===== src/rtl/rgb_pkg.sv =====
// Shared types and packing helpers for the RGB colour fader.
package rgb_pkg;

  typedef struct packed {
    logic [7:0] r;
    logic [7:0] g;
    logic [7:0] b;
  } rgb24_t;

  typedef enum logic {IDLE, FADING} fade_state_t;

  localparam int R_LSB = 17;
  localparam int G_LSB = 8;
  localparam int B_LSB = 0;

  // Bit 16 of the driver word is reserved and always left at zero.
  function automatic logic [24:0] pack_color(input rgb24_t c);
    logic [24:0] w;
    w = '0;
    w[R_LSB +: 8] = c.r;
    w[G_LSB +: 8] = c.g;
    w[B_LSB +: 8] = c.b;
    return w;
  endfunction

endpackage


===== src/rtl/rgb_channel_stepper.sv =====
// One 8-bit colour channel: loads on snap, otherwise steps one LSB toward target per tick.
module rgb_channel_stepper (
  input  logic       clk,
  input  logic       reset_n,
  input  logic       i_load,
  input  logic [7:0] i_load_val,
  input  logic       i_tick,
  input  logic [7:0] i_tgt,
  output logic [7:0] o_val,
  output logic       o_at_target,
  output logic       o_near
);

  logic [7:0] r_val;
  logic [8:0] w_diff;

  always_ff @(posedge clk or negedge reset_n) begin
    if (!reset_n) begin
      r_val <= '0;
    end else if (i_load) begin
      r_val <= i_load_val;
    end else if (i_tick) begin
      if (r_val < i_tgt)      r_val <= r_val + 8'd1;
      else if (r_val > i_tgt) r_val <= r_val - 8'd1;
    end
  end

  // 9-bit difference so 0/255 never alias as "one step away".
  assign w_diff      = {1'b0, r_val} - {1'b0, i_tgt};
  assign o_near      = (w_diff == 9'h000) || (w_diff == 9'h001) || (w_diff == 9'h1FF);
  assign o_at_target = (r_val == i_tgt);
  assign o_val       = r_val;

endmodule


===== src/rtl/rgb_color_fader.sv =====
// Linear RGB fader: accepts target colours, ramps one LSB per prescaled step, drives the PWM word.
module rgb_color_fader
  import rgb_pkg::*;
#(
  parameter int STEP_DIV = 19531,
  parameter int CNT_W    = 16
) (
  input  logic        clk,
  input  logic        reset_n,
  input  logic [23:0] target_color,
  input  logic        target_snap,
  input  logic        target_valid,
  output logic        target_ready,
  input  logic        hold,
  output logic [24:0] color_out,
  output logic        busy,
  output logic        done
);

  localparam logic [CNT_W-1:0] LP_LAST = CNT_W'(STEP_DIV - 1);

  fade_state_t      r_state;
  logic [CNT_W-1:0] r_cnt;
  rgb24_t           r_tgt;
  logic             r_done;

  logic [2:0][7:0]  w_cur;
  logic [2:0][7:0]  w_tgt;
  logic [2:0][7:0]  w_load_val;
  logic [2:0]       w_at_tgt;
  logic [2:0]       w_near;
  logic             w_accept;
  logic             w_snap;
  logic             w_tick;
  logic             w_last_step;

  assign w_accept    = target_valid && target_ready;
  assign w_snap      = w_accept && target_snap;
  assign w_tick      = (r_state == FADING) && !hold && (r_cnt == LP_LAST);
  // On a tick every channel moves at most one LSB, so "all within one" means this tick finishes.
  assign w_last_step = &w_near;
  assign w_tgt       = r_tgt;
  assign w_load_val  = target_color;

  genvar gi;
  generate
    for (gi = 0; gi < 3; gi++) begin : g_ch
      rgb_channel_stepper u_ch (
        .clk         (clk),
        .reset_n     (reset_n),
        .i_load      (w_snap),
        .i_load_val  (w_load_val[gi]),
        .i_tick      (w_tick),
        .i_tgt       (w_tgt[gi]),
        .o_val       (w_cur[gi]),
        .o_at_target (w_at_tgt[gi]),
        .o_near      (w_near[gi])
      );
    end
  endgenerate

  always_ff @(posedge clk or negedge reset_n) begin
    if (!reset_n) begin
      r_state <= IDLE;
      r_cnt   <= '0;
      r_tgt   <= '0;
      r_done  <= 1'b0;
    end else begin
      r_done <= 1'b0;
      case (r_state)
        IDLE: begin
          if (w_accept) begin
            r_tgt <= target_color;
            if (target_snap || (target_color == w_cur)) begin
              r_done <= 1'b1;
            end else begin
              r_state <= FADING;
              r_cnt   <= '0;
            end
          end
        end
        FADING: begin
          if (!hold) begin
            if (r_cnt == LP_LAST) begin
              r_cnt <= '0;
              if (w_last_step) begin
                r_state <= IDLE;
                r_done  <= 1'b1;
              end
            end else begin
              r_cnt <= r_cnt + 1'b1;
            end
          end
        end
        default: r_state <= IDLE;
      endcase
    end
  end

  assign target_ready = (r_state == IDLE);
  assign busy         = (r_state == FADING);
  assign done         = r_done;
  assign color_out    = pack_color(rgb24_t'(w_cur));

endmodule


===== config.mk =====
export PLATFORM = sky130hd
export DESIGN_NAME = rgb_color_fader
export DESIGN_NICKNAME = d
export VERILOG_FILES = /design/src/rtl/rgb_pkg.sv /design/src/rtl/rgb_channel_stepper.sv /design/src/rtl/rgb_color_fader.sv
export SDC_FILE = /design/constraint.sdc
export NUM_CORES = 1
export LEC_CHECK = 0
export CAP_MARGIN = 20
export CORE_MARGIN = 4
export CORE_UTILIZATION = 41
export CTS_BUF_LIST = sky130_fd_sc_hd__clkbuf_8
export DETAILED_ROUTE_END_ITERATION = 6
export MAX_ROUTING_LAYER = met4
export SETUP_SLACK_MARGIN = 0.3
export SLEW_MARGIN = 20
export SYNTH_ARGS = -nofsm -noshare
export SYNTH_HDL_FRONTEND = slang
export SYNTH_SLANG_ARGS = --single-unit

===== constraint.sdc =====
create_clock -name clk -period 7.6 [get_ports clk]
set_input_delay 1.14 -clock clk [delete_from_list [all_inputs] [get_ports clk]]
set_output_delay 1.14 -clock clk [all_outputs]
set_load 0.01 [all_outputs]

==> metrics.md, run 1 <==
| Metric | Value |
|---|---|
| FP Rows | `40` |
| R2r setup slk | `between 3 and 4 ns` |
| Crit path buf inv count | `0` |
| Die Height | `between 100 and 150 um` |
| Sw Ratio | `0.3069` |
| Psw | `290.5 uW` |
| Reg2Reg Depth | `14` |
| EDFF count, synth | `0` |
| Yosys top cell area share | `0.3188` |
| CP top delay family | `compound AO/OA/AOI/OAI gates` |
| CTS Root Cell | `clkbuf_8` |
| Sequential element share of the synthesized area | `0.3188` |
| Tightest Pin Transition | `approximately 0.9 ns` |
| Clock slew at reported path FFs | `0.08 ns` |
| HP Start | `r_cnt[15]$_DFFE_PN0P_` |
| Nets | `between 700 and 800` |
| Die X-Extent | `120.4 um` |
| CTS Sinks | `66` |
| Max_slew headroom | `0.4132` |
| Clock skew | `approximately 0.008 ns` |
| Area of the core | `between 10000 and 15000 um^2` |
| Routed len/inst | `around 16 um` |
| Clock buffer count from CTS | `9` |
| H-tree Lvls | `3` |
| Outcome | `complete, no violations` |
| Detail Route Antenna Nets | `0` |
| Synth-to-Final Area Change | `18.41%` |
| Worst R2R End | `g_ch[2].u_ch.o_val[7]$_DFFE_PN0P_` |
| Critical path, cell by cell | `ha_1 > nor2b_1 > o31a_1 > o221ai_1 > a21oi_1 > ha_1 > a21o_1 > a211oi_1 > nor2_1 > o41ai_1 > xnor2_1 > nand2_1 > or3_1 > nand3_1` |
| Post-synth cell types | `between 60 and 70` |
| Reg power frac | `0.426` |
| Critical Path AT | `~4.2 ns` |
| Setup TNS | `0 ns` |
| 1st-iter DRT viols | `281` |
| DP HPWL | `9.626 mm` |
| DP Area | `approximately 5900 um^2` |
| Final setup viols | `0` |
| Grt ovf | `0` |
| RSZ-0062 raised after global routing | `false` |
| CP max FO | `8` |
| Main flop type after synthesis | `dfrtp_1` |
| Minimum clock period | `3.940 ns` |
| Syn Area/Cell | `between 8 and 9 um^2` |
| Ranking of synthesized cells by area | `dfrtp_1 (32%), ha_1 (11%), xnor2_1 (6.3%), nand2_1 (5.5%), o21ai_0 (4.9%)` |
| Share of layout cells above drive strength 1 | `0.05232` |
| Final slew viol count | `0` |
| Warning count from the yosys run | `0` |
| Combinational Power Share | `0.236` |
| Clock Latency Late Sink | `roughly 0.36 ns` |
| Int Pwr | `roughly 660 uW` |
| Leakage power | `2.686 nW` |
| Total Routing Usage GR | `0.1927` |
| Via Count | `approximately 4500` |
| Design area | `6133 um^2` |
| CTS tree | `built` |
| First-pass GRT wire length | `approximately 22 mm` |
| Vias in the first global route | `approximately 4400` |
| R2R Path Start | `g_ch[2].u_ch.o_val[1]$_DFFE_PN0P_` |
| Final period util | `0.5185` |
| DRC viols | `0` |
| FFs w/ async S/R, synth | `1.000` |
| Mapped Area | `5180 um^2` |
| Cell count after synthesis | `around 610` |
| Setup bufs post-CTS | `0` |
| Slowest stage cell, crit path | `a21oi_1` |
| Crit Path Class | `reg -> reg` |
| Post_cts resized | `0` |
| Fillers | `around 1200` |
| Starting Density | `0.4242` |
| Vias/cell | `5.333` |
| Startpoint types | `register` |
| PD cells | `154.3 nW/um^2` |
| I/O pins | `57` |
| Ant. Diodes | `0` |
| Syn_nets | `just under 700` |
| Pin count of the biggest net entering global routing | `67` |
| Routability cong. | `around 0.89` |
| Hold-fix buffers, CTS | `0` |
| Hold endpoint | `r_cnt[15]$_DFFE_PN0P_` |
| Synth area leader | `dfrtp_1` |
| Critical Path End Type | `register` |
| Initial antenna violation count | `0` |
| HP Class | `reg -> reg` |
| Clock Power Share | `0.337` |
| I/O Buffers | `55` |
| Most common cell on crit path | `ha_1` |
| Crit path required time | `between 7 and 8 ns` |
| First-pass DRT Iterations | `4` |
| Synthesized flop and latch total | `66` |
| Peak supply drop | `approximately 0.10 mV` |
| Max cap viols | `0` |
| Fmax | `253.8 MHz` |
| Total Die Area | `roughly 14000 um^2` |
| Hold Path Depth | `1` |
| Delay of the slowest critical-path stage | `approximately 0.62 ns` |
| Final hold violation count | `0` |
| Drt total wl | `about 13 mm` |
| Number of buffers on the longest clock path | `2` |
==> metal layers <==
layer	vias to the layer above	track usage	wire, um	part of all wire
met5	-	-	0	0
met4	0	0.06232	255	0.020
met3	14	0.04490	560	0.043
met2	85	0.2847	5725	0.44
met1	2098	0.2625	6458	0.50
li1	2267	-	-	-
==> how the worst max path moves through the flow <==
stage	start	cells past startpoint	to
5_1_grt	g_ch[2].u_ch.o_val[1]$_DFFE_PN0P_	14	g_ch[2].u_ch.o_val[7]$_DFFE_PN0P_
4_1_cts	g_ch[2].u_ch.o_val[1]$_DFFE_PN0P_	14	g_ch[2].u_ch.o_val[7]$_DFFE_PN0P_
6_report	g_ch[2].u_ch.o_val[1]$_DFFE_PN0P_	14	g_ch[2].u_ch.o_val[7]$_DFFE_PN0P_
2_1_floorplan	g_ch[2].u_ch.o_val[1]$_DFFE_PN0P_	14	g_ch[2].u_ch.o_val[7]$_DFFE_PN0P_
3_3_place_gp	g_ch[2].u_ch.o_val[1]$_DFFE_PN0P_	14	g_ch[2].u_ch.o_val[7]$_DFFE_PN0P_
3_5_place_dp	g_ch[2].u_ch.o_val[1]$_DFFE_PN0P_	14	g_ch[2].u_ch.o_val[7]$_DFFE_PN0P_
==> cells by family (layout without fill, tap and decap cells) <==
family,after synthesis,after routing,share of synthesized area
simple gates,206,206,0.1925
compound gates,165,165,0.1961
flops,66,66,0.3188
xor+xnor,59,59,0.09976
fa+ha+maj,50,50,0.1295
buf+inv,49,109,0.03672
mux,13,13,0.02585
other cells,1,1,0.0007239
==> cell usage in the layout (no fill, tap or decap), types with 3 or more instances in the layout <==
| master | Yosys | final |
|---|---|---|
| nor3_1 | 12 | 12 |
| inv_1 | 33 | 34 |
| nand2b_1 | 8 | 8 |
| o21bai_1 | 5 | 5 |
| o21ai_1 | 25 | 25 |
| o41ai_1 | 4 | 3 |
| a31oi_1 | 5 | 5 |
| nand3_1 | 11 | 11 |
| a21oi_1 | 29 | 29 |
| mux2_2 | 3 | 3 |
| nor4_1 | 6 | 6 |
| ha_1 | 44 | 44 |
| mux2i_1 | 10 | 10 |
| nand4_1 | 12 | 12 |
| buf_4 | 1 | 6 |
| and2_1 | 3 | 3 |
| clkdlybuf4s50_1 | 0 | 54 |
| and3_1 | 6 | 6 |
| nor2_1 | 45 | 45 |
| or3_1 | 4 | 4 |
| dfrtp_1 | 66 | 66 |
| o31ai_1 | 4 | 4 |
| fa_1 | 6 | 6 |
| o21ai_0 | 51 | 51 |
| xnor2_1 | 37 | 37 |
| nor2b_1 | 6 | 5 |
| a211oi_1 | 3 | 3 |
| xor2_1 | 22 | 22 |
| a21o_1 | 14 | 14 |
| nand2_1 | 76 | 76 |
| clkbuf_8 | 0 | 12 |
==> area by class of cell <==
type,instances,area [um^2],area share
Inverter,33,123.9,0.02020
Sequential cell,66,1652,0.2693
Timing Repair Buffer,61,590.6,0.09629
Multi-Input combinational cell,494,3353,0.5467
Clock buffer,12,165.2,0.02693
Clock inverter,3,38.79,0.006324
Tap cell,168,210.2,0.03427
==> stage by stage <==
stage	power [mW]	hold slack (ns)	setup WS [ns]	cells	util
global placement	0.6279	0.4866	3.850	822	0.4856
floorplan	0.5534	0.4432	4.120	609	-
global route	1.004	0.5085	3.288	837	0.5023
finish	0.9465	0.5053	3.660	837	0.5023
detailed placement	0.6332	0.4728	3.683	822	0.4856
CTS	0.9599	0.5018	3.658	837	0.5023
==> sequential cells by signal (all words and copies together) (netlist names) <==
signal / flops
r_cnt: 16
busy: 1
done: 1
g_ch.u_ch.o_val: 24
r_tgt: 24
==> cells in the mapped netlist (13+ instances only) <==
| cell type | number |
|---|---|
| ha_1 | 44 |
| a21oi_1 | 29 |
| inv_1 | 33 |
| a21o_1 | 14 |
| nand2_1 | 76 |
| xnor2_1 | 37 |
| o21ai_0 | 51 |
| xor2_1 | 22 |
| clkbuf_1 | 13 |
| o21ai_1 | 25 |
| nor2_1 | 45 |
| dfrtp_1 | 66 |
==> power by group through the flow <==
stage                     clock [mW]  sequential, mW  combinational (mW)
after floorplan                    0           0.405               0.148
after global placement             0           0.410               0.218
after detailed placement           0           0.411               0.223
after CTS                      0.332           0.404               0.225
after global routing           0.345           0.409               0.250
final                          0.319           0.404               0.224
No activity file was read; power rests on OpenSTA's default activity.
==> inputs of run 2 (changes only) <==
==> constraint.sdc (replaced) <==
create_clock -name clk -period 3.45 [get_ports clk]
set_input_delay 0.5175 -clock clk [delete_from_list [all_inputs] [get_ports clk]]
set_output_delay 0.5175 -clock clk [all_outputs]
set_load 0.01 [all_outputs]
==> run 2 against run 1 <==
Register-to-register slack got worse by 3.4 ns. Die area did not move. Highest routed layer unchanged. Core utilization rose by 4.4 points.
==> metrics.md, run 2 (synthesis gave the netlist of run 1 again) <==
| Metric | Value |
|---|---|
| DP HPWL | `10.39 mm (was 9.626 mm)` |
| Setup TNS | `0 ns (unchanged)` |
| Clock Latency Late Sink | `0.36 ns (about the same)` |
| Peak supply drop | `0.1348 mV (was 0.1018 mV)` |
| Reg power frac | `0.426 (about the same)` |
| Hold-fix buffers, CTS | `0 (unchanged)` |
| Number of buffers on the longest clock path | `2 (unchanged)` |
| Clock Power Share | `0.289 (was 0.337)` |
| Worst R2R End | `g_ch[2].u_ch.o_val[7]$_DFFE_PN0P_ (unchanged)` |
| CTS Root Cell | `clkbuf_8 (unchanged)` |
| Area of the core | `12210 um^2 (unchanged)` |
| Crit path required time | `3.74 ns (was 7.90 ns)` |
| PD cells | `310.3 nW/um^2 (was 154.3 nW/um^2)` |
| Final hold violation count | `0 (unchanged)` |
| Final period util | `0.9122 (was 0.5185)` |
| Drt total wl | `14.09 mm (was 13.00 mm)` |
| RSZ-0062 raised after global routing | `true (was false)` |
| CTS Sinks | `66 (unchanged)` |
| Outcome | `complete, no violations (unchanged)` |
| I/O pins | `57 (unchanged)` |
| Most frequent cells in the layout | `nand2_1 (76), dfrtp_1 (58), clkdlybuf4s50_1 (54) (was nand2_1 (76), dfrtp_1 (66), clkdlybuf4s50_1 (54))` |
| Reg2Reg Depth | `15 (was 14)` |
| R2R Path Start | `g_ch[2].u_ch.o_val[1]$_DFFE_PN0P_ (unchanged)` |
| Die Height | `120.4 um (unchanged)` |
| Leading cell type in the layout, fill and taps excluded | `nand2_1 (unchanged)` |
| Critical Path AT | `3.44 ns (was 4.24 ns)` |
| First-pass DRT Iterations | `4 (unchanged)` |
| Synth-to-Final Area Change | `28.70% (was 18.41%)` |
| Routability cong. | `0.9310 (was 0.8911)` |
| Ant. Diodes | `0 (unchanged)` |
| HP Class | `in -> async (was reg -> reg)` |
| Int Pwr | `1.402 mW (was 656.0 uW)` |
| Vias/cell | `5.383 (was 5.333)` |
| Routed len/inst | `16.10 um (was 15.53 um)` |
| Tightest hold margin | `0.2643 ns (was 0.5053 ns)` |
| Total Die Area | `14500 um^2 (unchanged)` |
| Starting Density | `0.4242 (unchanged)` |
| 1st-iter DRT viols | `306 (was 281)` |
| Fillers | `1139 (was 1201)` |
| Via Count | `4710 (was 4464)` |
| DP Area | `6102 um^2 (was 5929 um^2)` |
| Final setup viols | `0 (unchanged)` |
| Total Routing Usage GR | `0.2040 (was 0.1927)` |
| CTS tree | `built (unchanged)` |
| R2r setup slk | `0.30 ns (was 3.66 ns)` |
| Worst Setup SP | `g_ch[2].u_ch.o_val[1]$_DFFE_PN0P_ (unchanged)` |
| Minimum clock period | `3.147 ns (was 3.940 ns)` |
| Max cap viols | `0 (unchanged)` |
| H-tree Lvls | `3 (unchanged)` |
| Vias in the first global route | `4700 (was 4434)` |
| Design area | `6666 um^2 (was 6133 um^2)` |
| Leakage power | `2.875 nW (was 2.686 nW)` |
| Crit Path Class | `reg -> reg (unchanged)` |
| Final slew viol count | `0 (unchanged)` |
| Share of layout cells above drive strength 1 | `0.1669 (was 0.05232)` |
| Clock slew at reported path FFs | `0.08 ns (about the same)` |
| First-pass GRT wire length | `23.06 mm (was 22.00 mm)` |
| CP max FO | `4 (was 8)` |
| Clock skew | `0.01061 ns (was 0.008105 ns)` |
| Detail Route Antenna Nets | `0 (unchanged)` |
| FP Rows | `40 (unchanged)` |
| Die X-Extent | `120.4 um (unchanged)` |
| I/O Buffers | `55 (unchanged)` |
| Combinational Power Share | `0.285 (was 0.236)` |
| Pin count of the biggest net entering global routing | `37 (was 67)` |
| Sw Ratio | `0.3220 (was 0.3069)` |
| Startpoint types | `register (unchanged)` |
| Tightest Pin Transition | `0.8638 ns (was 0.8802 ns)` |
| Grt ovf | `0 (unchanged)` |
| DRC viols | `0 (unchanged)` |
| Fmax | `317.8 MHz (was 253.8 MHz)` |
| Initial antenna violation count | `0 (unchanged)` |
| Psw | `665.9 uW (was 290.5 uW)` |
| Max_slew headroom | `0.4241 (was 0.4132)` |
| Clock buffer count from CTS | `9 (unchanged)` |
| Nets | `782 (was 744)` |
| Critical Path End Type | `register (unchanged)` |
| CP endpoint | `g_ch[2].u_ch.o_val[7]$_DFFE_PN0P_ (unchanged)` |
==> run 2: changes by cell type in the layout (fill, tap and decap cells not counted), moves of 7 or more <==
cell     before  now
ha_1         44   32
a21oi_2       1    8
ha_4          0   12
a21oi_1      29   21
dfrtp_2       0    8
dfrtp_1      66   58
buf_4         6   44
==> run 2: layer usage <==
layer	wire, um	up-vias	GRT usage	part of all wire
li1	-	2342	-	-
met1	6645	2276	0.2631	0.47
met2	6749	74	0.3301	0.48
met3	425	18	0.03087	0.030
met4	269	0	0.06941	0.019
met5	0	-	-	0
==> run 2: through the flow <==
stage	worst slack, ns	power [mW]	util	cells
finish	0.3030	2.068	0.5459	875
global route	0.1005	2.188	0.5459	875
CTS	0.2743	2.055	0.5273	860
detailed placement	0.1347	1.424	0.4997	835
global placement	0.2053	1.414	0.4997	835
floorplan	0.2706	1.229	-	609
==> run 2: worst min path at each step <==
stage                                      from               endpoint  depth (start not counted)
after floorplan                         reset_n         busy$_DFF_PN0_                          0
after global placement    r_cnt[15]$_DFFE_PN0P_  r_cnt[15]$_DFFE_PN0P_                          1
after detailed placement  r_cnt[15]$_DFFE_PN0P_  r_cnt[15]$_DFFE_PN0P_                          1
after CTS                               reset_n  r_cnt[12]$_DFFE_PN0P_                          1
after global routing                    reset_n  r_cnt[12]$_DFFE_PN0P_                          1
final                                   reset_n  r_cnt[12]$_DFFE_PN0P_                          1
==> run 2: what timing repair did <==
| action | 4_1_cts | 5_1_grt |
|---|---|---|
| setup endpoints to repair | 6 | 9 |
| setup buffers | 10 | 15 |
| gates resized for setup | 17 | 25 |
| hold endpoints to repair | 0 | 0 |
| pin swaps | 14 | 26 |
==> run 2: cell type report <==
| class | instances | area (um^2) | share of cell area |
|---|---|---|---|
| clock inverters | 4 | 18.77 | 0.002815 |
| repair buffers | 99 | 875.8 | 0.1314 |
| inverters | 33 | 123.9 | 0.01858 |
| well taps | 168 | 210.2 | 0.03153 |
| clock buffers | 11 | 151.4 | 0.02271 |
| multi-input cells | 494 | 3625 | 0.5437 |
| flip-flops and latches | 66 | 1662 | 0.2492 |
==> run 2: worst max-delay path: stages, from the launching register on <==
cell	delay (ns)
dfrtp_2	0.43
ha_4	0.24
nor2b_4	0.12
o31a_1	0.29
o221ai_4	0.22
a21oi_4	0.11
buf_4	0.16
buf_4	0.12
ha_1	0.31
o21ai_1	0.11
nor2_2	0.07
o41ai_2	0.23
xnor2_1	0.15
nand2_1	0.07
or3_1	0.36
nand3_1	0.08
==> run 2: power groups by stage <==
stage	registers [mW]	logic [mW]	clock network [mW]
2_1_floorplan	0.894	0.335	0
3_3_place_gp	0.894	0.520	0
3_5_place_dp	0.895	0.528	0
4_1_cts	0.882	0.559	0.615
5_1_grt	0.889	0.651	0.649
6_report	0.881	0.590	0.597
